`src/rtl/pcm_mux_fifo.sv`:
```
// pcm_mux_fifo: selects one of CHANNEL signed PCM streams, decimates it and
// queues the kept samples in a first-word-fall-through FIFO of 2^PCMAW words.
// Optional gain stage (signed multiply, arithmetic shift, truncation) is
// built when the macro PCM_MUX_FIFO_GAIN_EN is defined.
module pcm_mux_fifo #(
    parameter int CHANNEL = 2,
    parameter int PCMAW   = 1
) (
    input  logic                  pcm_clk,
    input  logic                  rst_n,
    input  logic [CHANNEL-1:0]    pcm_in_valid,
    output logic [CHANNEL-1:0]    pcm_in_ready,
    input  logic [16*CHANNEL-1:0] pcm_in,
    output logic                  pcm_out_valid,
    input  logic                  pcm_out_ready,
    output logic [15:0]           pcm_out,
    input  logic [7:0]            pcm_channel_choose,
    input  logic [7:0]            pcm_capture_sep,
`ifdef PCM_MUX_FIFO_GAIN_EN
    input  logic signed [15:0]    gain,
    input  logic [3:0]            gain_shift,
`endif
    output logic [PCMAW:0]        pcm_available
);

    localparam int               DEPTH   = 1 << PCMAW;
    localparam logic [PCMAW+1:0] DEPTH_W = (PCMAW+2)'(DEPTH);
    localparam logic [PCMAW:0]   PTR_ONE = (PCMAW+1)'(1);
    localparam logic [7:0]       CH_N    = 8'(CHANNEL);

    logic signed [15:0] mem [DEPTH];
    logic [PCMAW:0]     wr_ptr;
    logic [PCMAW:0]     rd_ptr;
    logic [PCMAW:0]     occupancy;
    logic [PCMAW+1:0]   demand;
    logic [7:0]         cnt;
    logic [7:0]         choose_q;
    logic               sel_ok;
    logic               sel_valid;
    logic signed [15:0] sel_data;
    logic               sel_ready;
    logic               accept;
    logic               capture;
    logic [1:0]         in_flight;
    logic               full;
    logic               empty;
    logic               pop;
    logic               wr_en;
    logic signed [15:0] wr_data;

    assign occupancy     = wr_ptr - rd_ptr;
    assign full          = (wr_ptr[PCMAW] != rd_ptr[PCMAW]) &&
                           (wr_ptr[PCMAW-1:0] == rd_ptr[PCMAW-1:0]);
    assign empty         = (wr_ptr == rd_ptr);
    assign pcm_out_valid = !empty;
    assign pcm_out       = pcm_out_valid ? mem[rd_ptr[PCMAW-1:0]] : 16'h0000;
    assign pop           = pcm_out_valid && pcm_out_ready;
    assign pcm_available = occupancy;

    // Samples already on their way into the FIFO must reserve a slot too.
    assign sel_ok    = (pcm_channel_choose < CH_N);
    assign demand    = {1'b0, occupancy} + {{PCMAW{1'b0}}, in_flight};
    assign sel_ready = (cnt != 8'd0) || (demand < DEPTH_W);
    assign accept    = sel_ok && sel_valid && sel_ready;
    assign capture   = accept && (cnt == 8'd0);

    // Channel mux and per-channel ready; non-selected channels always drain.
    always_comb begin
        sel_valid    = 1'b0;
        sel_data     = '0;
        pcm_in_ready = '1;
        for (int k = 0; k < CHANNEL; k++) begin
            if (pcm_channel_choose == 8'(k)) begin
                sel_valid       = pcm_in_valid[k];
                sel_data        = pcm_in[16*k +: 16];
                pcm_in_ready[k] = sel_ok ? sel_ready : 1'b1;
            end
        end
    end

`ifdef PCM_MUX_FIFO_GAIN_EN
    logic signed [15:0] data_p0;
    logic               vld_p0;
    logic signed [31:0] prod_p1;
    logic               vld_p1;

    // Arithmetic right shift of the product, low 16 bits kept (wraps on overflow).
    function automatic logic signed [15:0] scale(input logic signed [31:0] prod,
                                                 input logic [3:0]         sh);
        logic signed [31:0] shifted;
        shifted = prod >>> sh;
        return shifted[15:0];
    endfunction

    // Gain pipeline valid flags; cleared by reset so in-flight samples are dropped.
    always_ff @(posedge pcm_clk or negedge rst_n) begin
        if (!rst_n) begin
            vld_p0 <= 1'b0;
            vld_p1 <= 1'b0;
        end else begin
            vld_p0 <= capture;
            vld_p1 <= vld_p0;
        end
    end

    // Stage p0: captured sample; stage p1: full-precision signed product.
    always_ff @(posedge pcm_clk) begin
        if (capture) begin
            data_p0 <= sel_data;
        end
        prod_p1 <= 32'(data_p0) * 32'(gain);
    end

    assign in_flight = {1'b0, vld_p0} + {1'b0, vld_p1};
    assign wr_en     = vld_p1;
    assign wr_data   = scale(prod_p1, gain_shift);
`else
    assign in_flight = 2'd0;
    assign wr_en     = capture;
    assign wr_data   = sel_data;
`endif

    // Pointers, decimation counter and selection tracking.
    always_ff @(posedge pcm_clk or negedge rst_n) begin
        if (!rst_n) begin
            wr_ptr   <= '0;
            rd_ptr   <= '0;
            cnt      <= 8'd0;
            choose_q <= 8'd0;
        end else begin
            choose_q <= pcm_channel_choose;
            if (wr_en && !full) begin
                wr_ptr <= wr_ptr + PTR_ONE;
            end
            if (pop) begin
                rd_ptr <= rd_ptr + PTR_ONE;
            end
            if (pcm_channel_choose != choose_q) begin
                cnt <= 8'd0;
            end else if (accept) begin
                cnt <= (cnt >= pcm_capture_sep) ? 8'd0 : cnt + 8'd1;
            end
        end
    end

    // FIFO storage write port; contents are deliberately not reset.
    always_ff @(posedge pcm_clk) begin
        if (wr_en && !full) begin
            mem[wr_ptr[PCMAW-1:0]] <= wr_data;
        end
    end

endmodule

```
`config.mk`:
```
export PLATFORM = sky130hd
export DESIGN_NAME = pcm_mux_fifo
export DESIGN_NICKNAME = d
export VERILOG_FILES = /design/src/rtl/pcm_mux_fifo.sv
export SDC_FILE = /design/constraint.sdc
export NUM_CORES = 1
export LEC_CHECK = 0
export ABC_AREA = 1
export BUFFER_PORTS_ARGS = -buffer_cell sky130_fd_sc_hd__buf_2
export CAP_MARGIN = 10
export CORE_MARGIN = 3
export CORE_UTILIZATION = 50
export CTS_BUF_LIST = sky130_fd_sc_hd__clkbuf_2
export DETAILED_ROUTE_END_ITERATION = 7
export PLACE_DENSITY = 0.78
export RECOVER_POWER = 50
export SLEW_MARGIN = 40
export SYNTH_ARGS = -nofsm -noshare
export SYNTH_HDL_FRONTEND = slang
export SYNTH_SLANG_ARGS = --single-unit
export TNS_END_PERCENT = 30
```
`constraint.sdc`:
```
create_clock -name pcm_clk -period 2.7 [get_ports pcm_clk]
set_clock_uncertainty 0.2 [all_clocks]
set_input_delay 0.27 -clock pcm_clk [delete_from_list [all_inputs] [get_ports pcm_clk]]
set_output_delay 0.27 -clock pcm_clk [all_outputs]
set_load 0.005 [all_outputs]
```
==> results of run 1 <==
[kinds of logic after synthesis]
kind of cell             after synthesis  synth area share [%]
adder cells (fa/ha/maj)               11                  4.60
AO/OA/AOI/OAI                         24                  6.02
AND/OR/NAND/NOR                      197                  29.6
buffers and inverters                 66                  8.65
XOR/XNOR                               8                  2.34
flip-flops                            52                  48.8
[cells in the mapped netlist, drive strengths merged, types with 2 or more instances]
| master | number | area, sq um |
|---|---|---|
| dfrtp | 20 | 500 |
| a21oi | 5 | 28.8 |
| nand4 | 4 | 25.0 |
| buf | 5 | 27.5 |
| edfxtp | 32 | 961 |
| o21ai | 4 | 20.0 |
| inv | 58 | 220 |
| nand2 | 136 | 567 |
| a22o | 15 | 131 |
| xor2 | 7 | 61.3 |
| ha | 11 | 138 |
| clkinv | 2 | 7.51 |
| nor2 | 34 | 173 |
| nand3 | 22 | 115 |
[sequential cells by signal, indices dropped and copies added, names as in the netlist]
signal and flops:
mem 32, wr_ptr 2, choose_q 8, cnt 8, rd_ptr 2
[per-stage QoR]
stage | area [sq um] | utilization, %
floorplan | 2990 | -
global route | 3870 | 68.6
detailed placement | 3440 | 61.0
finish | 3870 | 68.6
CTS | 3930 | 69.6
global placement | 3440 | 61.0
[worst max-delay path: cells and delay by family]
kind	cells	cell delay [ns]
AND/OR/NAND/NOR	4	0.50
buffers and inverters	5	1.27
[routing by layer]
layer / up-vias / wire length (microns) / global-route usage, %
met2: 80 / 3510 / 36.4
met5: - / 0 / 0
met1: 1181 / 2780 / 23.8
li1: 1366 / - / -
met4: 0 / 104 / 5.79
met3: 11 / 391 / 3.87
[what timing repair did]
action,in CTS,in global routing
hold buffers,42,0
buffers inserted,0,0
gates resized for setup,0,1
endpoints found under the setup margin,0,7
endpoints found under the hold margin,62,0
[power by group through the flow]
stage	sequential, mW	clock [mW]	combinational, mW
floorplan	0.896	0	0.476
global placement	0.901	0	0.744
detailed placement	0.902	0	0.760
CTS	0.885	0.414	0.793
global route	0.890	0.447	0.901
finish	0.885	0.406	0.795
[worst max-delay path by stage]
stage / start / end / slack [ns] / cells after the start
finish: pcm_channel_choose[5] / pcm_in_ready[1] / 0.19 / 9
global route: pcm_channel_choose[7] / mem[0][10]$_DFFE_PP_ / 0.01 / 10
CTS: wr_ptr[0]$_DFFE_PN0P_ / pcm_out[9] / 0.15 / 6
detailed placement: pcm_channel_choose[7] / mem[0][3]$_DFFE_PP_ / 0.50 / 9
global placement: pcm_channel_choose[7] / mem[0][3]$_DFFE_PP_ / 0.54 / 9
floorplan: wr_ptr[0]$_DFFE_PN0P_ / mem[0][0]$_DFFE_PP_ / 0.26 / 10
[layout make-up]
type	count	area, sq um
clock buffer	6	30.0
clock inverter	2	38.8
fill	440	1770
inverter	60	226
multi-input combinational	240	1240
sequential	52	1460
tap	72	90.1
timing repair buffer	118	790
==> results.toml, run 1 <==
[finish]
num_antenna_cells = 0
final_cells = 550
layout_common_cells = "nand2_1 (133), buf_2 (64), inv_1 (51)"
nets = 541
layout-drive-gt1-share_pct = 18.8
final_common_cell = "nand2_1"
area_growth_pct = 29.4

[setup_path]
crit_top_cell = "nand2_1"
r2r-end = "mem[0][7]$_DFFE_PP_"
setup.worst_path.start_class = "input pin"
r2r_cells = 11
critPathKind = "input pin to output port"
slowest_delay_ns = 0.54
crit_chain = "dlygate4sd3_1, clkbuf_1, nor2_1, nand2_1, inv_1, nand2_1, inv_2, nand3_1, buf_2"
critPathArrivalTime_ns = 2.04
cp.required_ns = 2.23
cpMaxStageDelayCell = "dlygate4sd3_1"
r2r_setup_slack_ns = 0.42
reg2reg_from = "wr_ptr[0]$_DFFE_PN0P_"
cp_max_fo = 17
end_kind = "output port"

[routing]
vias = 2638
drtPass1Iterations = 4
ant_nets = 0
initialDrtViolationCount = 185
wirelength_microns = 6790
drc = 0
avgViaCountPerCell = 4.80
wl_per_cell_microns = 12.3

[cts]
path_clk_slew_ns = 0.23
root_buffer = "clkbuf_2"
insertion_delay_ns = 0.43
h-tree-depth = 2
cts_buffers = 5
cts_tree = "yes"
cts_num_sinks = 52
clk_path_buf_depth = 2

[pwr]
ir_drop_mv = 0.391
total_power_mw = 2.09
p_comb_share_pct = 38.1
clkPwrFrac_pct = 19.5
power.leakage_nw = 2.10
internal_power_mw = 1.35
p_switching_mw = 0.735
p_seq_share_pct = 42.4
swShare_pct = 35.2
p_per_area_nw_per_um2 = 539

[timing]
max_freq_ghz = 0.398
setup_viol = 0
slew_viol_final = 0
hold-worst-slack_ns = 0.128
period_needed_ns = 2.51
period_share_pct = 93.0
slew_headroom_pct = 26.4
setup-tns-final_ns = 0
worst-slew-pin-transition_ns = 1.10
worst_slack_ns = 0.189
hold_viol = 0
rsz0062_at_grt = "false"

[place]
pre_cts_ws_ns = 0.497
place.gp.congestion = 0.859
place_inst = 500
hpwlAfterDp_microns = 4480
io_buffers = 73

[floorplan]
fp.dieH_microns = 83.4
start_util_pct = 53.0
core_area_sq_um = 5640
rows = 27
die_area_sq_um = 6950
die_w_microns = 83.4
io_pins = 74

[synth]
synth_nets = 422
ys_ff_latch = 52
synthArstFlopShare_pct = 38.5
ys_seq_area_share_pct = 48.8
yosysWarnings = 0
synth_area_sq_um = 2990
synth_flop_cell = "edfxtp_1"
synth_edf_count = 32
synth_cell_types = 29
syn_inst = 358
synth.avg_cell_area_sq_um = 8.36

[global_routing]
grt_pass1_vias = 2553
grt_antenna_before_repair = 0
grt_pass1_wl_microns = 11300
grt_overflow = 0
grt_max_degree = 21
grt_usage_pct = 20.0

[min_path]
whs_endpoint = "wr_ptr[1]$_DFFE_PN0P_"
hp-class = "input pin to register"
min-delay-start = "pcm_in_valid[1]"
hold_path_depth = 5

[run_status]
status = "finished, final reports clean"

[run]
maxCapViolations = 0
Power figures use the tool's default switching activity.
==> run 2: changes to the inputs <==
MAX_ROUTING_LAYER = met4   (was unset)
==> run 2 against run 1 <==
Effect of this change:
- final area is the same
- power shrank 0.19%
- global-route usage grew 0.55 points
- critical path depth grew 1
- first-iteration DRC count shrank 2.2%
- cell count is the same
- critical endpoint is now mem[1][9]$_DFFE_PP_
==> results.toml, run 2 (synthesized netlist as in run 1, its figures left out) <==
[run_status]
status = "finished, final reports clean"

[timing]
worst-slew-pin-transition_ns = 1.10
slew_headroom_pct = 26.6
period_needed_ns = 2.52
hold_viol = 0
period_share_pct = 93.3
slew_viol_final = 0
rsz0062_at_grt = "false"
setup_viol = 0
max_freq_ghz = 0.397
setup-tns-final_ns = 0
hold-worst-slack_ns = 0.130

[setup_path]
cp.required_ns = 2.62
critPathKind = "input pin to register"
slowest_delay_ns = 0.54
path_buf_inv = 3
setup.worst_path.start_class = "input pin"
end_kind = "register"
crit_chain = "dlygate4sd3_1, clkbuf_1, nor2_1, nand2_1, nor2_8, nand2_1, a21oi_1, nand3_1, nor2_1, buf_2"
critPathArrivalTime_ns = 2.43
cp_max_fo = 18
cpLargestDelayFamily = "buffers and inverters"
cpMaxStageDelayCell = "dlygate4sd3_1"

[pwr]
power.leakage_nw = 2.10
p_per_area_nw_per_um2 = 538
ir_drop_mv = 0.391

[place]
place.gp.congestion = 0.873
io_buffers = 73
post_dp_cell_area_sq_um = 3440
hpwlAfterDp_microns = 4480

[routing]
drc = 0
wirelength_microns = 6770
avgViaCountPerCell = 4.81
ant_nets = 0
wl_per_cell_microns = 12.3
initialDrtViolationCount = 181
top_layer = "met4"
route.met3.wl_microns = 442
met2_length_microns = 3460
met1Wirelength_microns = 2760
drtPass1Iterations = 4
vias = 2647

[global_routing]
grt_antenna_before_repair = 0
grt_max_degree = 21
grt_pass1_wl_microns = 11300
grt_pass1_vias = 2553
grt_overflow = 0
grt_usage_pct = 20.5

[floorplan]
start_util_pct = 53.0
io_pins = 74
core_area_sq_um = 5640
rows = 27
die_w_microns = 83.4
fp.dieH_microns = 83.4
die_area_sq_um = 6950

[cts]
clk_path_buf_depth = 2
path_clk_slew_ns = 0.23
cts_setup_buffers = 0
h-tree-depth = 2
insertion_delay_ns = 0.43
cts_tree = "yes"
root_buffer = "clkbuf_2"
cts_buffers = 5
cts_num_sinks = 52

[min_path]
hp-class = "input pin to register"

[finish]
largest_reg_flops = 32
layout-drive-gt1-share_pct = 18.8
nets = 541
layout_common_cells = "nand2_1 (133), buf_2 (64), inv_1 (51)"
final_common_cell = "nand2_1"
final_area_sq_um = 3870
num_antenna_cells = 0
area_growth_pct = 29.4

[run]
maxCapViolations = 0
==> run 2: cell counts in the layout (fill, tap and decap cells not counted) <==
Identical to the previous run, type by type.
==> run 2: final cells by class <==
class / instances / area, sq um
Timing Repair Buffer: 118 / 790
Inverter: 60 / 226
Multi-Input combinational cell: 240 / 1240
Tap cell: 72 / 90.1
Sequential cell: 52 / 1460
Clock buffer: 6 / 30.0
Clock inverter: 2 / 38.8
Fill cell: 440 / 1770
==> run 2: tightest hold or removal path, cell delays in order <==
cell and delay [ns]:
buf_2 0.11, nand3_1 0.07, nand2_1 0.09, nand4_1 0.13
o21ai_1 0.07
==> run 2: timing repair <==
action	CTS	global route
endpoints found under the hold margin	62	0
setup endpoints to repair	0	7
hold buffers	42	0
resized for setup	0	1
==> run 2: report_power, final <==
| part | switching (mW) | internal [mW] | leakage [nW] |
|---|---|---|---|
| logic | 0.471 | 0.324 | 1.49 |
| registers | 0.0218 | 0.863 | 0.561 |
| clock network | 0.239 | 0.164 | 0.0436 |
| total | 0.731 | 1.35 | 2.10 |
==> run 2: metrics by stage <==
stage | power [mW] | setup WS (ns) | std cells | utilization [%]
after floorplan | 1.37 | 0.256 | 358 | -
after global placement | 1.65 | 0.536 | 500 | 61.0
after detailed placement | 1.66 | 0.497 | 500 | 61.0
after CTS | 2.09 | 0.155 | 550 | 69.6
after global routing | 2.24 | 0.0101 | 550 | 68.6
final | 2.08 | 0.181 | 550 | 68.6
==> run 2: metal layers <==
metal  track usage (%)  vias to the layer above
li1                  -                     1365
met1              23.7                     1187
met2              36.4                       82
met3              3.87                       13
met4              5.79                        0
met5                 -                        -
==> run 2: final timing paths <==
| check | endpoint | depth (start not counted) | slack (ns) | startpoint |
|---|---|---|---|---|
| worst max-delay path | mem[1][9]$_DFFE_PP_ | 10 | 0.18 | pcm_channel_choose[5] |
| worst min-delay path | wr_ptr[1]$_DFFE_PN0P_ | 5 | 0.13 | pcm_in_valid[1] |
| worst max register to register | mem[1][9]$_DFFE_PP_ | 11 | 0.41 | wr_ptr[0]$_DFFE_PN0P_ |
| worst min register to register | rd_ptr[1]$_DFFE_PN0P_ | 1 | 0.34 | rd_ptr[1]$_DFFE_PN0P_ |
| max in group asynchronous | wr_ptr[1]$_DFFE_PN0P_ | 2 | 1.31 | rst_n |
| min in group asynchronous | cnt[1]$_DFFE_PN0P_ | 2 | 0.32 | rst_n |
